## src/rtl/uart_pkg.sv

```systemverilog
// Shared UART definitions: frame/byte state encodings, frame defaults
// and baud constants used by uart_tx, uart_rx and the frame arbiter.
package uart_pkg;

    localparam logic [7:0] SYNC_BYTE_DEF = 8'h55;
    localparam logic [3:0] HDR_TAG_DEF   = 4'hA;
    localparam int         LAUNCH_TO_DEF = 16;

    localparam int CLK_HZ  = 50_000_000;
    localparam int BAUD    = 115_200;
    localparam int BPS_CNT = CLK_HZ / BAUD;

    typedef enum logic [2:0] {
        F_IDLE,
        F_ARB,
        F_SYNC,
        F_HDR,
        F_LEN,
        F_PAY,
        F_CHK
    } frame_state_t;

    typedef enum logic [1:0] {
        B_LOAD,
        B_HI,
        B_LO
    } byte_state_t;

    // First set bit of req at or after ptr+1, wrapping modulo n.
    function automatic logic [2:0] rr_pick(
        input logic [7:0] req,
        input logic [2:0] ptr,
        input int         n
    );
        logic [2:0] p;
        logic [7:0] sh;
        int         idx;
        p = ptr;
        for (int k = n; k >= 1; k--) begin
            idx = (int'(ptr) + k) % n;
            sh  = req >> idx;
            if (sh[0]) begin
                p = 3'(idx);
            end
        end
        return p;
    endfunction

endpackage

```

## src/rtl/uart_byte_launch.sv

```systemverilog
// One-byte handshake with uart_tx: strobe when idle, wait for busy to
// rise (bounded by a launch timeout), then wait for it to fall.
module uart_byte_launch
    import uart_pkg::*;
#(
    parameter int LAUNCH_TO = LAUNCH_TO_DEF
) (
    input  logic       clk,
    input  logic       rst,
    input  logic       start,
    input  logic [7:0] byte_val,
    input  logic       tx_busy,
    output logic [7:0] tx_data,
    output logic       tx_pluse,
    output logic       launched,
    output logic       done,
    output logic       timeout
);

    localparam logic [15:0] LIM = 16'(LAUNCH_TO - 1);

    byte_state_t state;
    byte_state_t state_nx;
    logic [15:0] cnt;
    logic [7:0]  held;
    logic        fire;
    logic        hi_expired;

    assign fire       = (state == B_LOAD) && start && !tx_busy;
    assign hi_expired = (state == B_HI) && !tx_busy && (cnt == LIM);

    always_ff @(posedge clk) begin
        if (rst) begin
            state <= B_LOAD;
        end else begin
            state <= state_nx;
        end
    end

    always_comb begin
        state_nx = state;
        unique case (state)
            B_LOAD: if (fire) state_nx = B_HI;
            B_HI: begin
                if (tx_busy) begin
                    state_nx = B_LO;
                end else if (hi_expired) begin
                    state_nx = B_LOAD;
                end
            end
            B_LO: if (!tx_busy) state_nx = B_LOAD;
            default: state_nx = B_LOAD;
        endcase
    end

    always_comb begin
        tx_pluse = fire;
        launched = fire;
        tx_data  = fire ? byte_val : held;
        timeout  = hi_expired;
        done     = hi_expired || ((state == B_LO) && !tx_busy);
    end

    always_ff @(posedge clk) begin
        if (rst) begin
            cnt  <= '0;
            held <= '0;
        end else begin
            if (state == B_HI) begin
                cnt <= cnt + 16'd1;
            end else begin
                cnt <= '0;
            end
            if (fire) begin
                held <= byte_val;
            end
        end
    end

endmodule

```

## src/rtl/uart_tx_arbiter.sv

```systemverilog
// Round-robin frame scheduler in front of uart_tx: wraps each granted
// payload as SYNC, HDR, LEN, payload, CHK.
module uart_tx_arbiter
    import uart_pkg::*;
#(
    parameter int         N_REQ     = 2,
    parameter logic [7:0] SYNC_BYTE = SYNC_BYTE_DEF,
    parameter logic [3:0] HDR_TAG   = HDR_TAG_DEF,
    parameter int         LAUNCH_TO = LAUNCH_TO_DEF
) (
    input  logic               clk,
    input  logic               rst,
    input  logic [N_REQ-1:0]   req,
    input  logic [N_REQ*8-1:0] req_len,
    input  logic [N_REQ*8-1:0] req_data,
    output logic [N_REQ-1:0]   req_rd,
    output logic [N_REQ-1:0]   grant,
    output logic               frame_done,
    output logic               busy,
    output logic               err_timeout,
    output logic [7:0]         tx_data,
    output logic               tx_pluse,
    input  logic               tx_busy
);

    frame_state_t state;
    frame_state_t state_nx;

    logic [N_REQ-1:0]   own;
    logic [2:0]         id;
    logic [2:0]         ptr;
    logic [2:0]         pick_id;
    logic [7:0]         len;
    logic [7:0]         cnt;
    logic [7:0]         chk;
    logic               err;
    logic               fdone;
    logic [N_REQ*8-1:0] len_sh;
    logic [N_REQ*8-1:0] dat_sh;
    logic [7:0]         cur_byte;
    logic               start;
    logic               launched;
    logic               done;
    logic               timeout;

    assign pick_id = rr_pick(8'(req), ptr, N_REQ);
    assign len_sh  = req_len >> {pick_id, 3'b000};
    assign dat_sh  = req_data >> {id, 3'b000};

    always_ff @(posedge clk) begin
        if (rst) begin
            state <= F_IDLE;
        end else begin
            state <= state_nx;
        end
    end

    always_comb begin
        state_nx = state;
        unique case (state)
            F_IDLE: if (|req) state_nx = F_ARB;
            F_ARB:  state_nx = F_SYNC;
            F_SYNC: if (done) state_nx = F_HDR;
            F_HDR:  if (done) state_nx = F_LEN;
            F_LEN: begin
                if (done) begin
                    state_nx = (len != 8'd0) ? F_PAY : F_CHK;
                end
            end
            F_PAY: if (done && cnt == len) state_nx = F_CHK;
            F_CHK: if (done) state_nx = F_IDLE;
            default: state_nx = F_IDLE;
        endcase
    end

    always_comb begin
        start    = 1'b0;
        cur_byte = SYNC_BYTE;
        req_rd   = '0;
        unique case (state)
            F_SYNC: begin
                start    = 1'b1;
                cur_byte = SYNC_BYTE;
            end
            F_HDR: begin
                start    = 1'b1;
                cur_byte = {HDR_TAG, 1'b0, id};
            end
            F_LEN: begin
                start    = 1'b1;
                cur_byte = len;
            end
            F_PAY: begin
                start    = 1'b1;
                cur_byte = dat_sh[7:0];
                if (launched) begin
                    req_rd = N_REQ'(1) << id;
                end
            end
            F_CHK: begin
                start    = 1'b1;
                cur_byte = chk;
            end
            default: ;
        endcase
    end

    assign busy        = (state != F_IDLE);
    assign grant       = own;
    assign frame_done  = fdone;
    assign err_timeout = err;

    // Owner, length and pointer are captured as IDLE hands over to ARB,
    // so grant is visible during the ARB cycle itself.
    always_ff @(posedge clk) begin
        if (rst) begin
            own   <= '0;
            id    <= '0;
            ptr   <= 3'(N_REQ - 1);
            len   <= '0;
            cnt   <= '0;
            chk   <= '0;
            err   <= 1'b0;
            fdone <= 1'b0;
        end else begin
            fdone <= (state == F_CHK) && done;
            if (timeout) begin
                err <= 1'b1;
            end
            if (state == F_IDLE && |req) begin
                own <= N_REQ'(1) << pick_id;
                id  <= pick_id;
                ptr <= pick_id;
                len <= len_sh[7:0];
            end
            if (state == F_ARB) begin
                chk <= '0;
                cnt <= '0;
            end
            if (launched && (state == F_HDR || state == F_LEN
                             || state == F_PAY)) begin
                chk <= chk ^ cur_byte;
            end
            if (launched && state == F_PAY) begin
                cnt <= cnt + 8'd1;
            end
            if (state == F_CHK && done) begin
                own <= '0;
            end
        end
    end

    uart_byte_launch #(
        .LAUNCH_TO(LAUNCH_TO)
    ) u_launch (
        .clk      (clk),
        .rst      (rst),
        .start    (start),
        .byte_val (cur_byte),
        .tx_busy  (tx_busy),
        .tx_data  (tx_data),
        .tx_pluse (tx_pluse),
        .launched (launched),
        .done     (done),
        .timeout  (timeout)
    );

endmodule

```

## config.mk

```make
export PLATFORM = sky130hd
export DESIGN_NAME = uart_tx_arbiter
export DESIGN_NICKNAME = d
export VERILOG_FILES = /design/src/rtl/uart_pkg.sv /design/src/rtl/uart_byte_launch.sv /design/src/rtl/uart_tx_arbiter.sv
export SDC_FILE = /design/constraint.sdc
export NUM_CORES = 1
export LEC_CHECK = 0
export BUFFER_PORTS_ARGS = -buffer_cell sky130_fd_sc_hd__buf_2
export CAP_MARGIN = 20
export CELL_PAD_IN_SITES_DETAIL_PLACEMENT = 0
export CELL_PAD_IN_SITES_GLOBAL_PLACEMENT = 1
export CORE_UTILIZATION = 45
export DETAILED_ROUTE_END_ITERATION = 10
export PLACE_DENSITY = 0.91
export SYNTH_ARGS = -nofsm -noshare
export SYNTH_HDL_FRONTEND = slang
export SYNTH_SLANG_ARGS = --single-unit
```

## constraint.sdc

```tcl
create_clock -name clk -period 2.9 [get_ports clk]
set_input_delay 0 -clock clk [delete_from_list [all_inputs] [get_ports clk]]
set_output_delay 0 -clock clk [all_outputs]
set_load 0.1 [all_outputs]
```

# After elaboration in Yosys (flattened, before gate mapping)
# Index checks and enable logic that the tools add are counted.
[word_totals]
register_bits = 63
inputBits = 37
out_inout_bits = 16
[classes]
add_sub_neg = 4
eq_ne = 19
n_shift = 6
n_mux = 23
bitwise_logic = 4
reduce_logical = 26
[op_table]
columns = ["operator", "count"]
rows = [
  ["$shr 2x32->1", 2],
  ["$mux 8", 4],
  ["$pmux 8 s4", 1],
  ["$shr 16x6->8", 2],
  ["$mux 3", 8],
  ["$pmux 3 s7", 1],
  ["$add 16x1->16 const B", 1],
  ["$eq 16x4->1 const B", 1],
  ["$ne 2x2->1 const B", 8],
  ["$mux 2", 7],
  ["$logic_and 1x1->1", 10],
  ["$eq 3x3->1 const B", 3],
  ["$add 8x1->8 const B", 1],
  ["$eq 8x8->1", 1],
  ["$reduce_bool 8->1", 1],
  ["$xor 8x8->8", 1],
  ["$eq 3x2->1 const B", 2],
  ["$pmux 2 s3", 1],
  ["$reduce_and 6->1", 1],
  ["$reduce_or 2->1", 3],
  ["$shl 1x3->2 const A", 2],
  ["$reduce_or 5->1", 1],
  ["$reduce_bool 2->1", 2],
  ["$eq 3x1->1 const B", 1],
  ["other kinds (13)", 17],
]

# Depth between registers and ports, before layout
# Gate-level depths: netlist (run 1).
[depth]
depth_word = 7
ltp_mapped = 9
mapped_depth_nobuf = 7

# By module
# Synthesis (run 1) repeated with hierarchy kept, for this count alone.
[unflattened]
cells_unflattened = 383
area_unflattened_um2 = 3305.7
[by_module_without_submodules]
columns = ["module", "n_inst", "cells_per_inst", "area_each_um2"]
rows = [
  ["uart_tx_arbiter", 1, 250, 2065.7],
  ["uart_byte_launch", 1, 133, 1239.9],
]

# Worst setup path before layout (run 1)
# Ideal clock, no wire load.
[synth_timing]
path_type = "register to register"
from = "register u_launch.state[0]"
to = "register u_launch.held[0]"
setup_time_ps = 75
arrival_ps = 3677
required_time_ps = 2825
slack_ps = -852
path_stages_with_launch = 7
path_buffers = 2
synth_period_minus_slack_ps = 3752
path_cell_list = "dfxtp_1 -> buf_6 -> or3_4 -> or3_1 -> buf_6 -> o21ai_0 -> nor2b_1"
[synth_via]
elab_chain_len = 4
[synth_lines]
columns = ["item", "line_no", "source"]
rows = [
  ["start, declared", "uart_byte_launch.sv:22", "byte_state_t state;"],
  ["start signal, assigned", "uart_byte_launch.sv:36", "state <= state_nx;"],
  ["$logic_not 2->1", "uart_byte_launch.sv:29", "assign fire = (state == B_LOAD) && start && !tx_busy;"],
  ["$logic_and 1x1->1 (2 in a row)", "uart_byte_launch.sv:29", ""],
  ["$mux 8", "-", ""],
  ["via tx_data[0]", "uart_tx_arbiter.sv:21", "output logic [7:0] tx_data,"],
  ["end signal, assigned", "uart_byte_launch.sv:75", "held <= byte_val;"],
  ["end, declared", "uart_byte_launch.sv:25", "logic [7:0] held;"],
]
# The timed path passes the listed nets, and every way through them passes these cells.
# A chain may end at the register's enable or synchronous reset.

# Worst setup path in the final report (run 1)
[layout_timing]
from = "register state[1]"
to = "output port tx_data[6]"
[layout_via]
elab_chain_len = 6
elab_cells_between_ends = 11
cone_classes = "5 x eq/ne; 3 x mux; 3 x reduce/logical"
[layout_lines]
columns = ["item", "line_no", "source"]
rows = [
  ["start, declared", "uart_tx_arbiter.sv:26", "frame_state_t state;"],
  ["start signal, assigned", "uart_tx_arbiter.sv:54", "state <= state_nx;"],
  ["$eq 3x3->1 / $eq 3x2->1 (equally long branches)", "uart_tx_arbiter.sv:80", "unique case (state)"],
  ["$reduce_or 5->1 (no line)", "-", ""],
  ["$mux 1", "uart_tx_arbiter.sv:80", ""],
  ["$logic_and 1x1->1 (2 in a row)", "uart_byte_launch.sv:29", ""],
  ["$mux 8 *", "uart_byte_launch.sv:59", "tx_data = fire ? byte_val : held;"],
  ["end, declared", "uart_tx_arbiter.sv:21", ""],
]
# Every way passes the cells marked *; elsewhere a longest branch is shown, timed or not.

==> results.txt, run 1 <==
Status -> completed
FMAX -> 383 MHz
Syn Area/Cell -> 8.37 um2
Global placement routability congestion -> 0.829
H-tree depth -> 3
Share of the synthesized area in the top cell type -> 39.2%
Share of cells above drive strength 1 -> 20.2%
Vias in the first global route -> 2,475
PwrDens -> 740 mW/mm2
First-pass GRT wire length -> 11,900 um
Top Family by Delay on Critical Path -> buffers and inverters
Post-Place Cells -> 483
Synth Cell Area -> 0.00312 mm2
Crit share post-route -> 90.0%
Crit Path Max Fanout -> 19
Commonest cells in the netlist -> nor2_1, dfxtp_1, nand2_1, mux2i_1, nand3_1
IO Port Bufs -> 52
CTS tree -> built
Sink Count -> 61
Setup crit start kind -> flop
YS warnings -> 0
Asr flop ratio synth -> 0%
Clk_lat worst skew -> 0.33 ns
Reg power frac -> 39.1%
Total CTS buffers -> 9
Post-DP HPWL -> 5020 um
Setup WS post-layout -> 0.289 ns
LEAKAGE -> 0.00146 uW
DIE HEIGHT -> 85.2 um
CTS max path bufs -> 2
I/O pins -> 53
Row count -> 29
Net count after synthesis -> 411
Final Cell Area -> 0.00363 mm2
Initial DRC count -> 219
P_sw -> 1040 uW
DP Area -> 0.00339 mm2
Peak supply drop -> 0.663 mV
Filler Cell Count -> 605
Post-synthesis cell type count -> 52
Vias after detailed routing -> 2,708
Slew Viols, Final -> 0
Starting density of the core -> 47.7%
Clock group share of total power -> 29.7%
Internal cell power -> 1650 uW
CP max stage cell -> dfxtp_1
Combinational Power Share -> 31.2%
Clk slew on worst S/H paths -> 0.07 ns
Wire per inst -> 14.0 um
Setup-failing EPs final -> 0
Sw Ratio -> 38.6%
Die width -> 85.2 um
Most numerous cell in the Yosys netlist -> nor2_1
Worst-path cell chain -> buf_4 -> nand3b_1 -> nor3_1 -> a221oi_1 -> a31oi_4 -> buf_2
Relative slew slack -> 45.1%
Finished Layout Cells -> 502
Antenna Violating Nets Remaining -> 0
Cell chosen for the clock root -> clkbuf_8
Area Overhead vs Synth -> 16.7%
Yosys top cell by area -> dfxtp_1
Top FF cell, synth -> dfxtp_1
DRC viols -> 0
Number of flops mapped to enable cells by yosys -> 0
DR vias/cell -> 5.39
Register area share after synthesis -> 39.2%
Critical Path AT -> 2.61 ns
Syn Inst Count -> 372
Die area -> 0.00726 mm2
Antenna violations before repair -> 0
Crit. End Element -> output port
Tmin final -> 2.61 ns
Global Route Usage Sum -> 20.9%
Worst endpoint required time -> 2.90 ns
Max-Cap Viols -> 0
Pin count of the biggest net entering global routing -> 27
Post-Place Setup Slack -> 0.664 ns
Tot Pwr -> 2690 uW
RSZ-0062 raised after global routing -> false
Final core utilization -> 55.7%
# diodes -> 0
Clock skew -> 0.00597 ns
Worst Hold Class -> primary input to flop
# nets final -> 459
Slew @ Worst Pin -> 0.818 ns
Slowest cell delay on critical path -> 0.50 ns
Post-Route WL -> 7040 um
Synth Register Bits -> 61
Crit Path Class -> flop to output port
Drt pass-1 iters -> 4
Core Area -> 0.00653 mm2
GRT overflow -> 0
Worst Path Buf+Inv -> 2
Final Hold Violating Endpoints -> 0
CTS resizes -> 0
Top post-synthesis cells by area -> dfxtp_1, nor2_1, mux2i_1
[path summary, 6_finish.rpt]
kind	start	endpoint	slack, ns	depth (start not counted)
max	state[1]$_SDFFE_PP0P_	tx_data[6]	0.29	6
min	req_len[13]	len[5]$_SDFFE_PP0P_	0.01	3
max reg2reg	state[1]$_SDFFE_PP0P_	chk[6]$_SDFFE_PP0P_	0.63	7
min reg2reg	u_launch.cnt[0]$_SDFF_PP0_	u_launch.cnt[0]$_SDFF_PP0_	0.45	1
[power by group through the flow]
stage | Clock (uW) | Combinational [uW] | Sequential [uW]
floorplan | 0 | 712 | 1030
global placement | 0 | 832 | 1070
detailed placement | 0 | 834 | 1070
CTS | 810 | 841 | 1050
global route | 855 | 907 | 1060
finish | 800 | 839 | 1050
[routing by layer]
layer	wire (um)	vias up	global-route usage, %
met1	3590	1218	30.1
met2	2950	84	30.9
met3	391	10	3.50
met5	0	-	0
li1	-	1396	-
met4	95	0	8.78
[sequential cells by signal, indices dropped and copies added (netlist names)]
name / count
u_launch.state: 2
frame_done: 1
id: 3
len: 8
u_launch.cnt: 16
state: 3
cnt: 8
chk: 8
ptr: 1
err_timeout: 1
u_launch.held: 8
grant: 2
[per-stage QoR]
stage	hold WS (ns)	setup TNS, ns
floorplan	0.163	-0.0492
global placement	0.307	0
detailed placement	0.313	0
CTS	0.00403	0
global route	0.0349	0
finish	0.0108	0
[repair_timing]
item | in CTS | in global routing
hold buffers | 3 | 0
setup endpoints to repair | 0 | 0
setup buffers | 0 | 0
hold endpoints to repair | 3 | 0
[worst reg2reg max path, delay by kind of cell, from the launching register on]
family	cells	cell delay, ns
and+or+nand+nor	3	0.65
DFF	1	0.50
AOI/OAI and AO/OA	2	0.42
buffers and inverters	1	0.27
muxes	1	0.32
[layout make-up]
type                       count  area [um2]  share of cell area [%]
multi-input combinational    286        1770                    48.8
clock buffer                  13         169                    4.65
tap                           77        96.3                    2.65
clock inverter                 3        42.5                    1.17
sequential                    61        1220                    33.6
inverter                       4        20.0                   0.551
timing repair buffer          58         313                    8.61
[placed cells by master, fill, tap and decap left out, types with 4 or more instances in the layout]
cell / n
o21ai_0: 6
buf_2: 52
mux2i_1: 19
xor2_1: 10
or3_1: 5
o21ai_1: 4
nor2_1: 63
nor4_1: 5
nor3b_1: 4
xnor2_1: 13
and3_1: 10
a211oi_1: 10
clkbuf_8: 12
nor3_1: 4
o221ai_1: 4
nor2b_1: 8
nand4_1: 5
a21oi_1: 14
dfxtp_1: 61
mux2_2: 9
nand2_1: 41
nand3_1: 15
[cells by family (layout without fill, tap and decap cells)]
group | Yosys count | after routing | share of synthesized area, %
AND/OR/NAND/NOR | 174 | 174 | 26.5
flip-flops | 61 | 61 | 39.2
AO/OA/AOI/OAI | 56 | 56 | 12.4
multiplexers | 30 | 30 | 10.1
buffers and inverters | 25 | 78 | 4.26
XOR/XNOR | 23 | 23 | 6.47
adder cells (fa/ha/maj) | 3 | 3 | 1.12
(Power assumes the default switching activity.)
==> run 2: changes to the inputs <==
--- a/config.mk
+++ b/config.mk
@@ -9,9 +9,11 @@
 export CAP_MARGIN = 20
 export CELL_PAD_IN_SITES_DETAIL_PLACEMENT = 0
 export CELL_PAD_IN_SITES_GLOBAL_PLACEMENT = 1
-export CORE_UTILIZATION = 45
+export CORE_MARGIN = 4
+export CORE_UTILIZATION = 42
 export DETAILED_ROUTE_END_ITERATION = 10
-export PLACE_DENSITY = 0.91
+export PLACE_DENSITY = 0.85
 export SYNTH_ARGS = -nofsm -noshare
 export SYNTH_HDL_FRONTEND = slang
+export SYNTH_HIERARCHICAL = 1
 export SYNTH_SLANG_ARGS = --single-unit
==> constraint.sdc (replaced) <==
create_clock -name clk -period 2.87 [get_ports clk]
set_input_delay 0 -clock clk [delete_from_list [all_inputs] [get_ports clk]]
set_output_delay 0 -clock clk [all_outputs]
set_load 0.1 [all_outputs]
==> run 2 against run 1 <==
  * Wire length increased by 16%
  * Clock skew about the same
  * Via count increased by 11%
  * Setup slack got worse by 0.10 ns
  * Critical path depth unchanged
  * Utilization decreased by 4.2 points
  * Critical endpoint unchanged
==> results.txt, run 2 <==
Crit Path Max Fanout -> 20 (was 19)
Worst Hold Class -> primary input to flop (unchanged)
H-tree depth -> 3 (unchanged)
Worst-path cell chain -> or3b_1 -> nor2_1 -> a221o_1 -> a31o_2 -> mux2_2 -> buf_2 (was buf_4 -> nand3b_1 -> nor3_1 -> a221oi_1 -> a31oi_4 -> buf_2)
Total setup buffers inserted after CTS -> 0 (unchanged)
Commonest non-fill, non-tap cells in the layout -> dfxtp_1, buf_2, nor2_1, nand2_1, a21oi_1 (was nor2_1, dfxtp_1, buf_2, nand2_1, mux2i_1)
Filler Cell Count -> 760 (was 605)
Worst endpoint required time -> 2.87 ns (was 2.90 ns)
Slew @ Worst Pin -> 0.772 ns (was 0.818 ns)
Pin count of the biggest net entering global routing -> 45 (was 27)
Vias in the first global route -> 2,887 (was 2,475)
Setup crit start kind -> flop (unchanged)
Synth Cell Area -> 0.00331 mm2 (was 0.00312 mm2)
Max-Cap Viols -> 0 (unchanged)
Clock skew -> 0.00619 ns (was 0.00597 ns)
Register area share after synthesis -> 36.9% (was 39.2%)
DR vias/cell -> 5.42 (was 5.39)
Crit. End Element -> output port (unchanged)
Status -> completed (unchanged)
Drt pass-1 iters -> 5 (was 4)
Most numerous cell in the Yosys netlist -> dfxtp_1 (was nor2_1)
LEAKAGE -> 0.00153 uW (was 0.00146 uW)
CP max stage cell -> dfxtp_1 (unchanged)
Top post-synthesis cells by area -> dfxtp_1, nor2_1, mux2i_1 (unchanged)
Core Area -> 0.00769 mm2 (was 0.00653 mm2)
Antenna violations before repair -> 0 (unchanged)
Share of cells above drive strength 1 -> 23.5% (was 20.2%)
Number of flops mapped to enable cells by yosys -> 0 (unchanged)
Global placement routability congestion -> 0.835 (was 0.829)
Peak supply drop -> 0.291 mV (was 0.663 mV)
Asr flop ratio synth -> 0% (unchanged)
Largest register FFs -> 16 (unchanged)
Vias after detailed routing -> 2,997 (was 2,708)
Setup TNS -> 0 ns (unchanged)
I/O pins -> 53 (unchanged)
Tmin final -> 2.68 ns
Share of the synthesized area in the top cell type -> 36.9% (was 39.2%)
Crit share post-route -> 93.4%
Antenna Violating Nets Remaining -> 0 (unchanged)
Commonest cells in the netlist -> dfxtp_1, nor2_1, nand2_1, a21oi_1, nand3_1 (was nor2_1, dfxtp_1, nand2_1, mux2i_1, nand3_1)
Post-synthesis cell type count -> 64 (was 52)
Starting density of the core -> 43.0% (was 47.7%)
GR peak layer -> met2 (unchanged)
Worst Path Buf+Inv -> 1 (was 2)
CTS max path bufs -> 2 (unchanged)
PwrDens -> 679 mW/mm2 (was 740 mW/mm2)
GRT overflow -> 0 (unchanged)
Post-Route WL -> 8150 um (was 7040 um)
GR Util met1 -> 22.1% (was 30.1%)
RSZ-0062 raised after global routing -> false (unchanged)
Row count -> 32 (was 29)
Wire per inst -> 14.7 um (was 14.0 um)
Met3 Track Usage GR -> 5.19% (was 3.50%)
Top FF cell, synth -> dfxtp_1 (unchanged)
Synth Register Bits -> 61 (unchanged)
YS warnings -> 6 (was 0)
Total CTS buffers -> 9 (unchanged)
Largest Register -> u_launch/cnt (was u_launch.cnt)
# diodes -> 0 (unchanged)
Die width -> 96.7 um (was 85.2 um)
DIE HEIGHT -> 96.7 um (was 85.2 um)
Syn Inst Count -> 383 (was 372)
Area Overhead vs Synth -> 19.8% (was 16.7%)
IO Port Bufs -> 52 (unchanged)
Die area -> 0.00935 mm2 (was 0.00726 mm2)
Slowest cell delay on critical path -> 0.67 ns (was 0.50 ns)
DRC viols -> 0 (unchanged)
Crit Path Class -> flop to output port (unchanged)
Relative slew slack -> 48.5% (was 45.1%)
Global Route Usage Sum -> 17.6% (was 20.9%)
Sink Count -> 61 (unchanged)
Clk_lat worst skew -> 0.34 ns (was 0.33 ns)
Final Hold Violating Endpoints -> 0 (unchanged)
Slew Viols, Final -> 0 (unchanged)
First-pass GRT wire length -> 13,600 um (was 11,900 um)
Net count after synthesis -> 422 (was 411)
FMAX -> 373 MHz
Met2 usage -> 29.4% (was 30.9%)
Top Family by Delay on Critical Path -> simple AND/OR/NAND/NOR gates (was buffers and inverters)
Most common cell after layout, fill and taps aside -> dfxtp_1 (was nor2_1)
Clk slew on worst S/H paths -> 0.07 ns (about the same)
# nets final -> 485 (was 459)
Initial DRC count -> 147 (was 219)
Critical Path AT -> 2.68 ns (was 2.61 ns)
Post-DP HPWL -> 6010 um (was 5020 um)
CTS tree -> built (unchanged)
Setup-failing EPs final -> 0 (unchanged)
Yosys top cell by area -> dfxtp_1 (unchanged)
Cell chosen for the clock root -> clkbuf_8 (unchanged)
Final core utilization -> 51.5% (was 55.7%)
Syn Area/Cell -> 8.63 um2 (was 8.37 um2)
[run 2: changes by cell type after synthesis, sizes merged, moves of 7 or more]
cell | previous run | this run
nor2 | 64 | 43
nand2 | 41 | 28
a21oi | 14 | 24
a211oi | 10 | 1
or2 | 0 | 8
xor2 | 10 | 2
and2b | 2 | 9
[run 2: logic make-up (layout without fill, tap and decap cells)]
kind of cell	after synthesis	after routing	synth area share (%)
and+or+nand+nor	174	174	28.8
AOI/OAI and AO/OA	75	75	15.7
DFF	61	61	36.9
muxes	32	32	10.5
buffers and inverters	27	95	4.13
xor gates and xnor gates	12	12	3.18
adders and majority gates	2	2	0.757
[run 2: what timing repair did]
item | in CTS | in global routing
endpoints found under the hold margin | 8 | 0
resized for setup | 0 | 0
hold buffers | 13 | 0
[run 2: worst paths after layout]
path         cells past startpoint                        from                    endpoint  slack, ns
max                              6       state[0]$_SDFFE_PP0P_                  tx_data[6]       0.19
min                              4                  req_len[0]         len[0]$_SDFFE_PP0P_       0.09
max reg2reg                      7       state[1]$_SDFFE_PP0P_         len[5]$_SDFFE_PP0P_       0.40
min reg2reg                      1  u_launch/cnt[0]$_SDFF_PP0_  u_launch/cnt[0]$_SDFF_PP0_       0.48
[run 2: where the power goes]
part	switching [uW]	internal [uW]
clock network	336	423
logic	604	321
registers	94.4	910
total	1030	1650
[run 2: metrics by stage]
step           power [uW]  area, um2  hold WS (ns)  setup slack [ns]  std cells
3_3_place_gp         1880       3630         0.242             0.636        523
5_1_grt              2820       3960         0.121           0.00858        553
3_5_place_dp         1900       3640         0.247             0.551        524
4_1_cts              2700       3960        0.0906             0.189        553
6_report             2690       3960        0.0933             0.190        553
2_1_floorplan        1730       3310         0.146             0.209        383
[run 2: cell type report]
type	instances	area [um2]	share of cell area [%]
Multi-Input combinational cell	295	1950	49.2
Sequential cell	61	1220	30.8
Timing Repair Buffer	72	443	11.2
Clock buffer	12	145	3.67
Tap cell	102	128	3.22
Clock inverter	4	47.5	1.20
Inverter	7	26.3	0.664
[run 2: layer usage]
metal / share of wire (%) / up-vias
li1: - / 1521
met1: 46 / 1420
met2: 49 / 48
met3: 3.8 / 8
met4: 1.1 / 0
met5: 0 / -
[run 2: worst min-delay path, stage by stage]
cell and delay, ns:
buf_2 0.08, mux2_2 0.13, nand3_1 0.07, a21oi_1 0.11
